==> src/rtl/msrv32_pkg.sv <==
// Shared encodings for the msrv32 fetch-address path.
package msrv32_pkg;

    localparam int unsigned XLEN_DEFAULT = 32;

    typedef enum logic [1:0] {
        PC_BOOT = 2'd0,
        PC_EPC  = 2'd1,
        PC_TRAP = 2'd2,
        PC_NEXT = 2'd3
    } pc_src_e;

    typedef enum logic [1:0] {
        BOOT      = 2'd0,
        RUN       = 2'd1,
        WAIT      = 2'd2,
        WAIT_PEND = 2'd3
    } pc_state_e;

endpackage

==> src/rtl/msrv32_redirect_buf.sv <==
// Holds one redirect target that arrived while the instruction bus was stalled.
module msrv32_redirect_buf
    import msrv32_pkg::*;
#(
    parameter int unsigned XLEN = XLEN_DEFAULT
) (
    input  logic            i_clk,
    input  logic            i_rst_n,
    input  logic            i_capture,
    input  logic            i_clear,
    input  logic [XLEN-1:0] i_addr,
    output logic            o_pending,
    output logic [XLEN-1:0] o_addr
);

    logic            r_pending;
    logic [XLEN-1:0] r_addr;

    // Capture takes priority so a newer redirect always overwrites the older one.
    always_ff @(posedge i_clk) begin
        if (!i_rst_n) begin
            r_pending <= 1'b0;
            r_addr    <= '0;
        end else if (i_capture) begin
            r_pending <= 1'b1;
            r_addr    <= i_addr;
        end else if (i_clear) begin
            r_pending <= 1'b0;
        end
    end

    assign o_pending = r_pending;
    assign o_addr    = r_addr;

endmodule

==> src/rtl/msrv32_pc_gen.sv <==
// Fetch-address register with next-PC selection, wait-state hold and redirect buffering.
module msrv32_pc_gen
    import msrv32_pkg::*;
#(
    parameter int unsigned      XLEN         = XLEN_DEFAULT,
    parameter logic [XLEN-1:0]  BOOT_ADDRESS = '0,
    parameter int unsigned      IALIGN       = 32,
    parameter int unsigned      STALL_CNT_W  = 16
) (
    input  logic                   ms_riscv32_mp_clk_in,
    input  logic                   ms_riscv32_mp_rst_in,
    input  logic [1:0]             pc_src_in,
    input  logic                   branch_taken_in,
    input  logic [XLEN-1:0]        iaddr_in,
    input  logic [XLEN-1:0]        epc_in,
    input  logic [XLEN-1:0]        trap_address_in,
    input  logic                   ahb_ready_in,
    output logic [XLEN-1:0]        iaddr_out,
    output logic                   iaddr_valid_out,
    output logic [XLEN-1:0]        pc_plus_4_out,
    output logic                   misaligned_instr_logic_out,
    output logic                   redirect_pending_out,
    output logic [STALL_CNT_W-1:0] stall_cycles_out
);

    localparam logic [XLEN-1:0]        PC_STEP   = {{(XLEN-3){1'b0}}, 3'b100};
    localparam logic [XLEN-1:0]        LSB_MASK  = {{(XLEN-1){1'b1}}, 1'b0};
    localparam logic [STALL_CNT_W-1:0] STALL_ONE = {{(STALL_CNT_W-1){1'b0}}, 1'b1};

    pc_state_e              r_state, w_state_d;
    logic [XLEN-1:0]        r_iaddr, w_iaddr_d;
    logic                   r_valid, w_valid_d;
    logic [STALL_CNT_W-1:0] r_stall;

    logic            w_mis, w_rd, w_capture, w_clear, w_pending;
    logic [XLEN-1:0] w_target, w_seq, w_run_next, w_pend_addr;

    assign w_mis = (IALIGN == 32) && (pc_src_in == PC_NEXT) && branch_taken_in && iaddr_in[1];
    assign w_rd  = (pc_src_in != PC_NEXT) || (branch_taken_in && !w_mis);
    assign w_seq = r_iaddr + PC_STEP;

    always_comb begin
        w_target = BOOT_ADDRESS;
        unique case (pc_src_e'(pc_src_in))
            PC_BOOT: w_target = BOOT_ADDRESS;
            PC_EPC:  w_target = epc_in;
            PC_TRAP: w_target = trap_address_in;
            PC_NEXT: w_target = iaddr_in & LSB_MASK;
        endcase
    end

    // A misaligned taken branch leaves the PC where it is so the trap unit can redirect.
    assign w_run_next = w_rd ? w_target : (w_mis ? r_iaddr : w_seq);

    always_comb begin
        w_state_d = r_state;
        w_iaddr_d = r_iaddr;
        w_valid_d = r_valid;
        w_capture = 1'b0;
        w_clear   = 1'b0;
        unique case (r_state)
            BOOT: begin
                w_valid_d = 1'b1;
                w_state_d = RUN;
            end
            RUN, WAIT: begin
                if (ahb_ready_in) begin
                    w_iaddr_d = w_run_next;
                    w_state_d = RUN;
                end else if (w_rd) begin
                    w_capture = 1'b1;
                    w_state_d = WAIT_PEND;
                end else begin
                    w_state_d = WAIT;
                end
            end
            WAIT_PEND: begin
                if (ahb_ready_in) begin
                    w_iaddr_d = w_rd ? w_target : w_pend_addr;
                    w_clear   = 1'b1;
                    w_state_d = RUN;
                end else if (w_rd) begin
                    w_capture = 1'b1;
                end
            end
        endcase
    end

    always_ff @(posedge ms_riscv32_mp_clk_in) begin
        if (!ms_riscv32_mp_rst_in) begin
            r_state <= BOOT;
            r_iaddr <= BOOT_ADDRESS;
            r_valid <= 1'b0;
        end else begin
            r_state <= w_state_d;
            r_iaddr <= w_iaddr_d;
            r_valid <= w_valid_d;
        end
    end

    always_ff @(posedge ms_riscv32_mp_clk_in) begin
        if (!ms_riscv32_mp_rst_in) begin
            r_stall <= '0;
        end else if ((r_state == WAIT || r_state == WAIT_PEND) && (r_stall != '1)) begin
            r_stall <= r_stall + STALL_ONE;
        end
    end

    msrv32_redirect_buf #(
        .XLEN(XLEN)
    ) u_redirect_buf (
        .i_clk     (ms_riscv32_mp_clk_in),
        .i_rst_n   (ms_riscv32_mp_rst_in),
        .i_capture (w_capture),
        .i_clear   (w_clear),
        .i_addr    (w_target),
        .o_pending (w_pending),
        .o_addr    (w_pend_addr)
    );

    assign iaddr_out                  = r_iaddr;
    assign iaddr_valid_out            = r_valid;
    assign pc_plus_4_out              = w_seq;
    assign misaligned_instr_logic_out = w_mis;
    assign redirect_pending_out       = w_pending;
    assign stall_cycles_out           = r_stall;

endmodule

==> config.mk <==
export PLATFORM = sky130hd
export DESIGN_NAME = msrv32_pc_gen
export DESIGN_NICKNAME = d
export VERILOG_FILES = /design/src/rtl/msrv32_pkg.sv /design/src/rtl/msrv32_redirect_buf.sv /design/src/rtl/msrv32_pc_gen.sv
export SDC_FILE = /design/constraint.sdc
export NUM_CORES = 1
export LEC_CHECK = 0
export CAP_MARGIN = 10
export CORE_MARGIN = 2
export CORE_UTILIZATION = 48
export CTS_BUF_LIST = sky130_fd_sc_hd__clkbuf_4 sky130_fd_sc_hd__clkbuf_8
export DETAILED_ROUTE_END_ITERATION = 8
export PLACE_DENSITY = 0.84
export SETUP_SLACK_MARGIN = 0.1
export SLEW_MARGIN = 10
export SYNTH_ARGS = -nofsm -noshare
export SYNTH_HDL_FRONTEND = slang
export SYNTH_HIERARCHICAL = 1
export SYNTH_SLANG_ARGS = --single-unit
==> constraint.sdc <==
create_clock -name ms_riscv32_mp_clk_in -period 3.55 [get_ports ms_riscv32_mp_clk_in]
set_input_delay 0.8875 -clock ms_riscv32_mp_clk_in [delete_from_list [all_inputs] [get_ports ms_riscv32_mp_clk_in]]
set_output_delay 0.8875 -clock ms_riscv32_mp_clk_in [all_outputs]
set_load 0.05 [all_outputs]
==> results of run 1 <==
-- power by group --
part	switching (mW)	total (mW)	internal (mW)
Sequential	0.0626	1.05	0.992
Clock	0.401	0.736	0.335
Combinational	0.484	0.863	0.379
Total	0.948	2.65	1.71
-- per-layer routing --
| layer | wire (µm) | up-vias | track usage (%) |
|---|---|---|---|
| li1 | - | 2735 | - |
| met1 | 7670 | 2740 | 36.7 |
| met2 | 9030 | 296 | 51.2 |
| met3 | 1410 | 70 | 6.56 |
| met4 | 983 | 0 | 17.8 |
| met5 | 0 | - | 0 |
-- state kept, by name, summed over array words and instances, names as in the netlist --
signal	cells
iaddr_out	32
iaddr_valid_out	1
r_state	2
stall_cycles_out	16
u_redirect_buf/o_addr	32
u_redirect_buf/o_pending	1
-- path summary, 6_finish.rpt --
path,from,endpoint,slack [ns]
setup / recovery,iaddr_out[12],pc_plus_4_out[31],0.08
hold reg to reg,iaddr_out[3],iaddr_out[3],0.51
setup reg to reg,iaddr_out[12],iaddr_out[31],1.10
hold / removal,iaddr_out[3],iaddr_out[3],0.51
-- cell usage after synthesis, drive strengths merged (8+ instances only) --
cell,number
dfxtp,84
o211ai,13
and4,10
a21oi,36
mux2,32
clkbuf,38
inv,11
nand2,46
buf,14
nand4,15
nor3,15
mux2i,39
xnor2,20
a22o,29
o21ai,33
o22ai,8
and3,11
nor2b,36
nor2,31
nand3,34
xor2,16
-- cell type report --
| cell class | count | area [µm²] | share of cell area [%] |
|---|---|---|---|
| clock inverter | 7 | 80.1 | 1.02 |
| sequential | 84 | 1700 | 21.5 |
| timing repair buffer | 213 | 2190 | 27.8 |
| tap | 140 | 175 | 2.22 |
| inverter | 11 | 41.3 | 0.524 |
| clock buffer | 9 | 124 | 1.57 |
| multi-input combinational | 504 | 3570 | 45.3 |
-- stage by stage --
step	hold slack (ns)	instances
finish	0.507	968
global route	0.535	968
CTS	0.510	968
detailed placement	0.493	952
global placement	0.481	952
floorplan	0.472	651
-- cell families after synthesis --
kind of cell | share of synthesized area [%]
buffers and inverters | 5.59
flip-flops | 30.8
AND/OR/NAND/NOR | 22.4
adder cells (fa/ha/maj) | 1.37
multiplexers | 13.7
XOR/XNOR | 5.77
AO/OA/AOI/OAI | 20.3
-- worst reg2reg max path, stage by stage (launching register included) --
cell and delay [ns]:
sky130_fd_sc_hd__dfxtp_2 0.40, sky130_fd_sc_hd__nand4_1 0.26, sky130_fd_sc_hd__or4_4 0.60, sky130_fd_sc_hd__or4_4 0.58
sky130_fd_sc_hd__nor3b_1 0.16, sky130_fd_sc_hd__or3_1 0.35
-- repair_timing --
action / CTS / global route
setup endpoints to repair: 7 / 6
gates cloned: 0 / 0
setup buffers: 0 / 0
pin swaps: 0 / 1
resized for setup: 6 / 11
==> results.md, run 1 <==
Detailed routing:
- Wires add up to 19100 µm.
- The routed wire length per instance is between 15 and 20 µm.
- The DRC marker count from the first detailed-route iteration is 540.
- The remaining routing DRC violations is 0.
- The detailed-route via count is about 5800.
- Dividing the detail-routed via count by the number of cells gives ~6.0.
- The first TritonRoute pass finished after 6 iterations.
- In this run the remaining antenna-violating nets after routing total 0.

Floorplan:
- The die boundary height is 111 µm.
- The die area is 12200 µm².
- Row generation in the floorplan step produced 38 rows.
- The die width is 111 µm.
- The count of pins on the block boundary is 185.
- The effective utilization at floorplan is 49.7%.
- The total area inside the core boundary comes to around 11000 µm².

Placed design:
- In this run the cell area measured after placement is 7650 µm².
- Prior to clock tree synthesis, the placed netlist has a worst setup slack of slightly above 0.3 ns.
- The placed wire-length estimate after detailed placement is ~14000 µm.
- Routability-driven placement finished with a final weighted congestion of 0.970.
- The number of buffer cells added on primary ports is 183.

Cells and area:
- The library cell used most frequently in the layout, excluding fill and tap cells, is sky130_fd_sc_hd__clkdlybuf4s50_1.
- The area overhead of the layout relative to synthesis is 44.2%.
- In the layout the commonest cells are sky130_fd_sc_hd__clkdlybuf4s50_1 (157), sky130_fd_sc_hd__dfxtp_1 (76), sky130_fd_sc_hd__nand2_1 (46).
- After routing the design area is 7880 µm².
- 0 antenna diodes ended up in the layout.
- Of the cells placed in the final design, the portion with a size suffix greater than 1 is around 15%.
- After filler insertion, the fill cell instance count of the layout stands at between 800 and 900.
- Cells fill 71.7% of the core in the end.
- In the final design database the tool counted 931 nets.

Yosys:
- The cell accounting for the most synthesized area is sky130_fd_sc_hd__dfxtp_1.
- The top flip-flop cell by instance count after synthesis is sky130_fd_sc_hd__dfxtp_1.
- The warning count from the yosys run is 6.
- The count of flip-flops with a built-in enable after synthesis is 0.
- After synthesis, the netlist uses 60 different library cells.
- The fraction of registers with async set or reset after synthesis is 0%.
- The number of synthesized register bits is 84.
- The cell area after synthesis is between 5000 and 6000 µm².
- The register area share after synthesis is 30.8%.
- By area the synthesized netlist is led by sky130_fd_sc_hd__dfxtp_1 (31%), sky130_fd_sc_hd__mux2i_1 (7.1%), sky130_fd_sc_hd__mux2_2 (6.6%).
- The top cell type by area accounts for 30.8% of the synthesized area.
- Counting every instance in the synthesized netlist gives 651.
- The total nets after synthesis is 759.
- The average instance in the mapped netlist occupies 8.39 µm².

Timing:
- The hold violation total from the final report is 0.
- Of the available clock period, the critical path in the final layout requires 97.8%.
- Setup repair after global routing could not meet its margin everywhere.
- The routed design could run at a clock period as short as about 3.5 ns.
- Setup slack on the critical path of the routed design comes to 0.0768 ns.
- The max-slew violation count came to 0.
- Setup violations remaining at the end of the flow were counted as 0.
- After routing, the total negative slack on setup checks comes to 0 ns.
- The post-route clock skew is 0.0100 ns.
- For the pin with the worst max-slew slack, the measured transition is 0.901 ns.
- Timing would allow up to 288 MHz.
- The worst pin sits at a relative slew slack of between 30% and 40%.

Setup path:
- The depth of the worst register-to-register path is 5.
- The largest stage delay on the critical path is 0.60 ns.
- By startpoint and endpoint, the worst setup path is classified as flip-flop to output pin.
- Walking the worst path, the cells encountered are nand4_1, or4_4, or4_4, xnor2_2, buf_12.
- STA classifies the critical path startpoint as a flip-flop.
- Among all stages on the critical path, the largest delay is contributed by sky130_fd_sc_hd__or4_4.
- The number of logic stages on the critical path including buffering is 5.
- The nature of the critical path endpoint is an output pin.
- For the worst setup path, the data arrival time is 2.59 ns.
- The dominant cell type by count on the critical path is sky130_fd_sc_hd__or4_4.
- Broken down by cell family, the worst path's largest delay share belongs to simple AND/OR/NAND/NOR gates.
- The required time of the critical path is 2.66 ns.
- The top fanout value on the critical path is 7.
- The combined buffer and inverter count along the critical path is 1.

Worst hold path:
- In this run the worst hold path is classified as flip-flop to flip-flop.
- The worst hold path stage count is 2.

Power and ir drop:
- The overall power consumption is 2.65 mW.
- The areal power density over the cells is 337 nW/µm².
- In this run the static leakage power is 3.04 nW.
- The worst-case IR drop observed on VDD is 223 µV.

CTS:
- The clock drives 84 sinks.
- The clock tree synthesis step divided the H-tree into 3 levels.
- No sink is reached through more buffers than the 2 on the longest clock path.
- After clock tree synthesis, the clock-pin slew on the worst setup and hold paths is around 0.09 ns.
- The clock latency on the worst-skew pair is 0.39 ns.
- TritonCTS built the clock tree.
- Clock tree synthesis selected as its root buffer the cell sky130_fd_sc_hd__clkbuf_8.
- Buffers inserted to repair hold after CTS numbered 0.
- The number of clock buffers inserted by TritonCTS is 9.

Status:
- The flow ran to the end, and the final reports show no timing, DRC or antenna violations.

Global routing:
- The largest net degree at the start of global routing is 61.
- The remaining global-route overflow is 0.
- The global-route wire length before repair is slightly above 30000 µm.
- The total routing usage reported by global routing is 30.8%.
- The initial antenna violation count came to 0.
- The via count of the first global-routing pass came to 6024.

Job:
- The number of max-cap violations is 0.
(Power assumes the default switching activity.)
==> run 2: changes to the inputs <==
--- a/config.mk
+++ b/config.mk
@@ -7,13 +7,15 @@
 export LEC_CHECK = 0
 export CAP_MARGIN = 10
 export CORE_MARGIN = 2
-export CORE_UTILIZATION = 48
+export CORE_UTILIZATION = 43
 export CTS_BUF_LIST = sky130_fd_sc_hd__clkbuf_4 sky130_fd_sc_hd__clkbuf_8
+export CTS_CLUSTER_SIZE = 25
 export DETAILED_ROUTE_END_ITERATION = 8
-export PLACE_DENSITY = 0.84
+export PLACE_DENSITY = 0.79
 export SETUP_SLACK_MARGIN = 0.1
 export SLEW_MARGIN = 10
 export SYNTH_ARGS = -nofsm -noshare
 export SYNTH_HDL_FRONTEND = slang
 export SYNTH_HIERARCHICAL = 1
 export SYNTH_SLANG_ARGS = --single-unit
+export TNS_END_PERCENT = 30
==> constraint.sdc (replaced) <==
create_clock -name ms_riscv32_mp_clk_in -period 2.9 [get_ports ms_riscv32_mp_clk_in]
set_input_delay 0.725 -clock ms_riscv32_mp_clk_in [delete_from_list [all_inputs] [get_ports ms_riscv32_mp_clk_in]]
set_output_delay 0.725 -clock ms_riscv32_mp_clk_in [all_outputs]
set_load 0.05 [all_outputs]
==> results.md, run 2 (synthesis gave the netlist of run 1 again) <==
CTS:
- The clock tree buffer depth came to 2 (unchanged).
- The CTS tree is built.
- The number of sinks on the clock net was 84 (unchanged).
- In this run the clock root is driven by a sky130_fd_sc_hd__clkbuf_8.
- The clock latency on the worst-skew pair is 0.38 ns (about the same).
- The level count of the clock H-tree is 3 (unchanged).
- The number of clock buffers inserted by TritonCTS is 9 (unchanged).
- The number of hold buffers added after cts came to 0 (unchanged).
- The clock-pin slew of the registers on the worst-case setup and hold paths came to 0.08 ns (about the same).

Placed design:
- The weighted congestion reported at the end of routability-driven placement is 0.973 (+0.38%).
- The minimum setup slack after placement is 0.0608 ns (-0.242 ns).
- The number of buffer cells added on primary ports came to 183 (unchanged).
- The placed wire-length estimate after detailed placement came to 14600 µm (+3.5%).

Detailed routing:
- The remaining routing DRC violations is 0 (unchanged).
- The DRC marker count from the first detailed-route iteration came to 477 (-12%).
- The residual antenna-violating net count after detailed routing was 0 (unchanged).
- The detailed-route via count is 5993 (+2.6%).
- The detailed-routing iteration count for the pre-antenna-repair pass is 5 (-1).
- The detail-routed via count per cell came to 5.78 (-4.1%).
- The wire length reported by the detailed router is 19900 µm (+4.0%).
- The routed wire length per instance was 19.2 µm (-2.8%).

Floorplan:
- The count of pins on the block boundary is 185 (unchanged).
- The die boundary height is 117 µm (+5.4%).
- The die area came to 13600 µm² (+11%).
- The area of the core came to 12500 µm² (+14%).
- The row count is 41 (+7.9%).
- The effective utilization at floorplan is 43.6% (-6.1 points).
- The die width is 117 µm (+5.4%).

Power and ir drop:
- The areal power density over the cells was 380 nW/µm² (+13%).
- The share of total power in combinational logic is 35.2% (+2.7 points).
- The sequential share of power is 39.6% (about the same).
- The clock network fraction of total power is 25.2% (-2.5 points).
- The net switching fraction of the power is 34.6% (-1.1 points).
- The net switching power figure was 1.12 mW (+18%).
- The worst IR drop on VDD was 281 µV (+26%).
- The leakage component of the power was 3.32 nW (+9.3%).
- The internal power is 2.11 mW (+23%).

Setup path:
- The worst setup path is launched from a flip-flop.
- Counting stages on the worst path, the most repeated cell is sky130_fd_sc_hd__or4_4.
- The arrival time of the worst setup path is 2.33 ns (-0.26 ns).
- The worst setup path category is flip-flop to output pin.
- Walking the worst path, the cells encountered are nand2_1, or4_4, or4_4, xnor2_4, buf_12.
- The combined buffer and inverter count along the critical path was 1 (unchanged).
- The largest stage delay on the critical path came to 0.58 ns (-0.02 ns).
- The required time of the critical path is 2.17 ns (-0.49 ns).
- Broken down by cell family, the worst path's largest delay share belongs to simple AND/OR/NAND/NOR gates.
- The reg-to-reg setup timing slack is 0.59 ns (-0.51 ns).
- STA classifies the critical path endpoint as an output pin.
- For this design, the slowest cell found on the critical path is sky130_fd_sc_hd__or4_4.
- The top fanout value on the critical path is 9 (+2).

Cells and area:
- The count of inserted antenna diode cells came to 0 (unchanged).
- The area overhead of the layout relative to synthesis is 55.3%.
- Leaving out fill and tap cells, the most frequent cell in the layout is sky130_fd_sc_hd__clkdlybuf4s50_1.
- The count of nets after finishing came to 968 (+4.0%).
- The ratio of cells with drive above 1 in the final layout was 23.6% (+8.5 points).
- Leaving out fill and tap cells, the most frequent cells in the layout are sky130_fd_sc_hd__clkdlybuf4s50_1 (153), sky130_fd_sc_hd__buf_4 (71), sky130_fd_sc_hd__dfxtp_1 (64).

Global routing:
- The initial antenna violation count came to 0 (unchanged).
- The largest net degree at the start of global routing is 61 (unchanged).
- The total routing usage reported by global routing is 29.0% (-1.8 points).
- The remaining global-route overflow was 0 (unchanged).
- The via count of the first global-routing pass is 5932 (-1.5%).
- The global-route wire length before repair came to 30300 µm (-1.6%).

Worst hold path:
- The worst min-delay path category is flip-flop to flip-flop.

Timing:
- After layout, the minimum clock period comes to between 3 and 4 ns.
- The post-route clock skew is 0.00767 ns (-0.00235 ns).
- Of the available clock period, the critical path in the final layout requires 105%.
- The transition time of the tightest slew-check pin is 0.575 ns (-0.326 ns).
- The hold violation total from the final report came to 0 (unchanged).
- The top achievable clock speed is 327 MHz.
- The final setup violation count is 6 (+6).
- The tightest hold margin was 0.507 ns (-0.000140 ns).
- The max-slew violation count was 0 (unchanged).
- Setup repair after global routing could not meet its margin everywhere.
- The remaining max-slew budget at the tightest pin is 61.3% (+21 points).
- The final worst setup slack is -0.158 ns (-0.234 ns).

Status:
- The final reports fail on setup timing.
- The run finished, with violations left.

Job:
- The number of max-cap violations was 0 (unchanged).
==> run 2: worst register-to-register path, delay by kind of cell (launching register included) <==
| kind | cells | cell delay [ns] |
|---|---|---|
| buf+inv | 2 | 0.32 |
| flops | 1 | 0.38 |
| compound gates | 3 | 0.61 |
| fa+ha+maj | 1 | 0.35 |
| simple gates | 2 | 0.58 |
==> run 2: power by group through the flow <==
stage / sequential [mW] / combinational, mW / clock (mW)
floorplan: 1.43 / 0.521 / 0
global placement: 1.30 / 1.09 / 0
detailed placement: 1.31 / 1.11 / 0
CTS: 1.27 / 1.13 / 0.824
global route: 1.28 / 1.19 / 0.865
finish: 1.28 / 1.13 / 0.812
==> run 2: final timing paths <==
check	startpoint	endpoint	cells after the start
max	iaddr_out[19]	pc_plus_4_out[31]	5
max reg2reg	r_state[1]	iaddr_out[30]	8
min reg2reg	iaddr_valid_out	iaddr_valid_out	2
min	iaddr_valid_out	iaddr_valid_out	2
==> run 2: what timing repair did <==
| item | CTS | global route |
|---|---|---|
| buffers inserted | 8 | 7 |
| resized for setup | 19 | 11 |
| setup endpoints to repair | 20 | 20 |
| pin swaps | 7 | 7 |
==> run 2: metal layers <==
metal / part of all wire (%) / track usage (%) / vias up
met3: 6.9 / 4.77 / 48
met1: 41 / 36.1 / 2871
met4: 3.4 / 13.0 / 0
li1: - / - / 2801
met2: 49 / 49.2 / 273
met5: 0 / 0 / -
==> run 2: final cells by class <==
type                       instances  area, µm²
fill                            1057       4040
multi-input combinational        504       3780
timing repair buffer             250       2530
sequential                        84       1730
tap                              172        215
clock buffer                      14        174
inverter                          11       41.3
clock inverter                     1       6.26
==> run 2: through the flow <==
stage | total power, mW | cells | area (µm²) | setup TNS, ns | util, %
3_3_place_gp | 2.39 | 1006 | 8080 | 0 | 64.5
5_1_grt | 3.34 | 1036 | 8480 | -1.02 | 67.8
6_report | 3.22 | 1036 | 8480 | -0.317 | 67.8
3_5_place_dp | 2.42 | 1006 | 8080 | 0 | 64.5
4_1_cts | 3.22 | 1029 | 8380 | -0.405 | 67.0
2_1_floorplan | 1.95 | 651 | 5700 | 0 | -
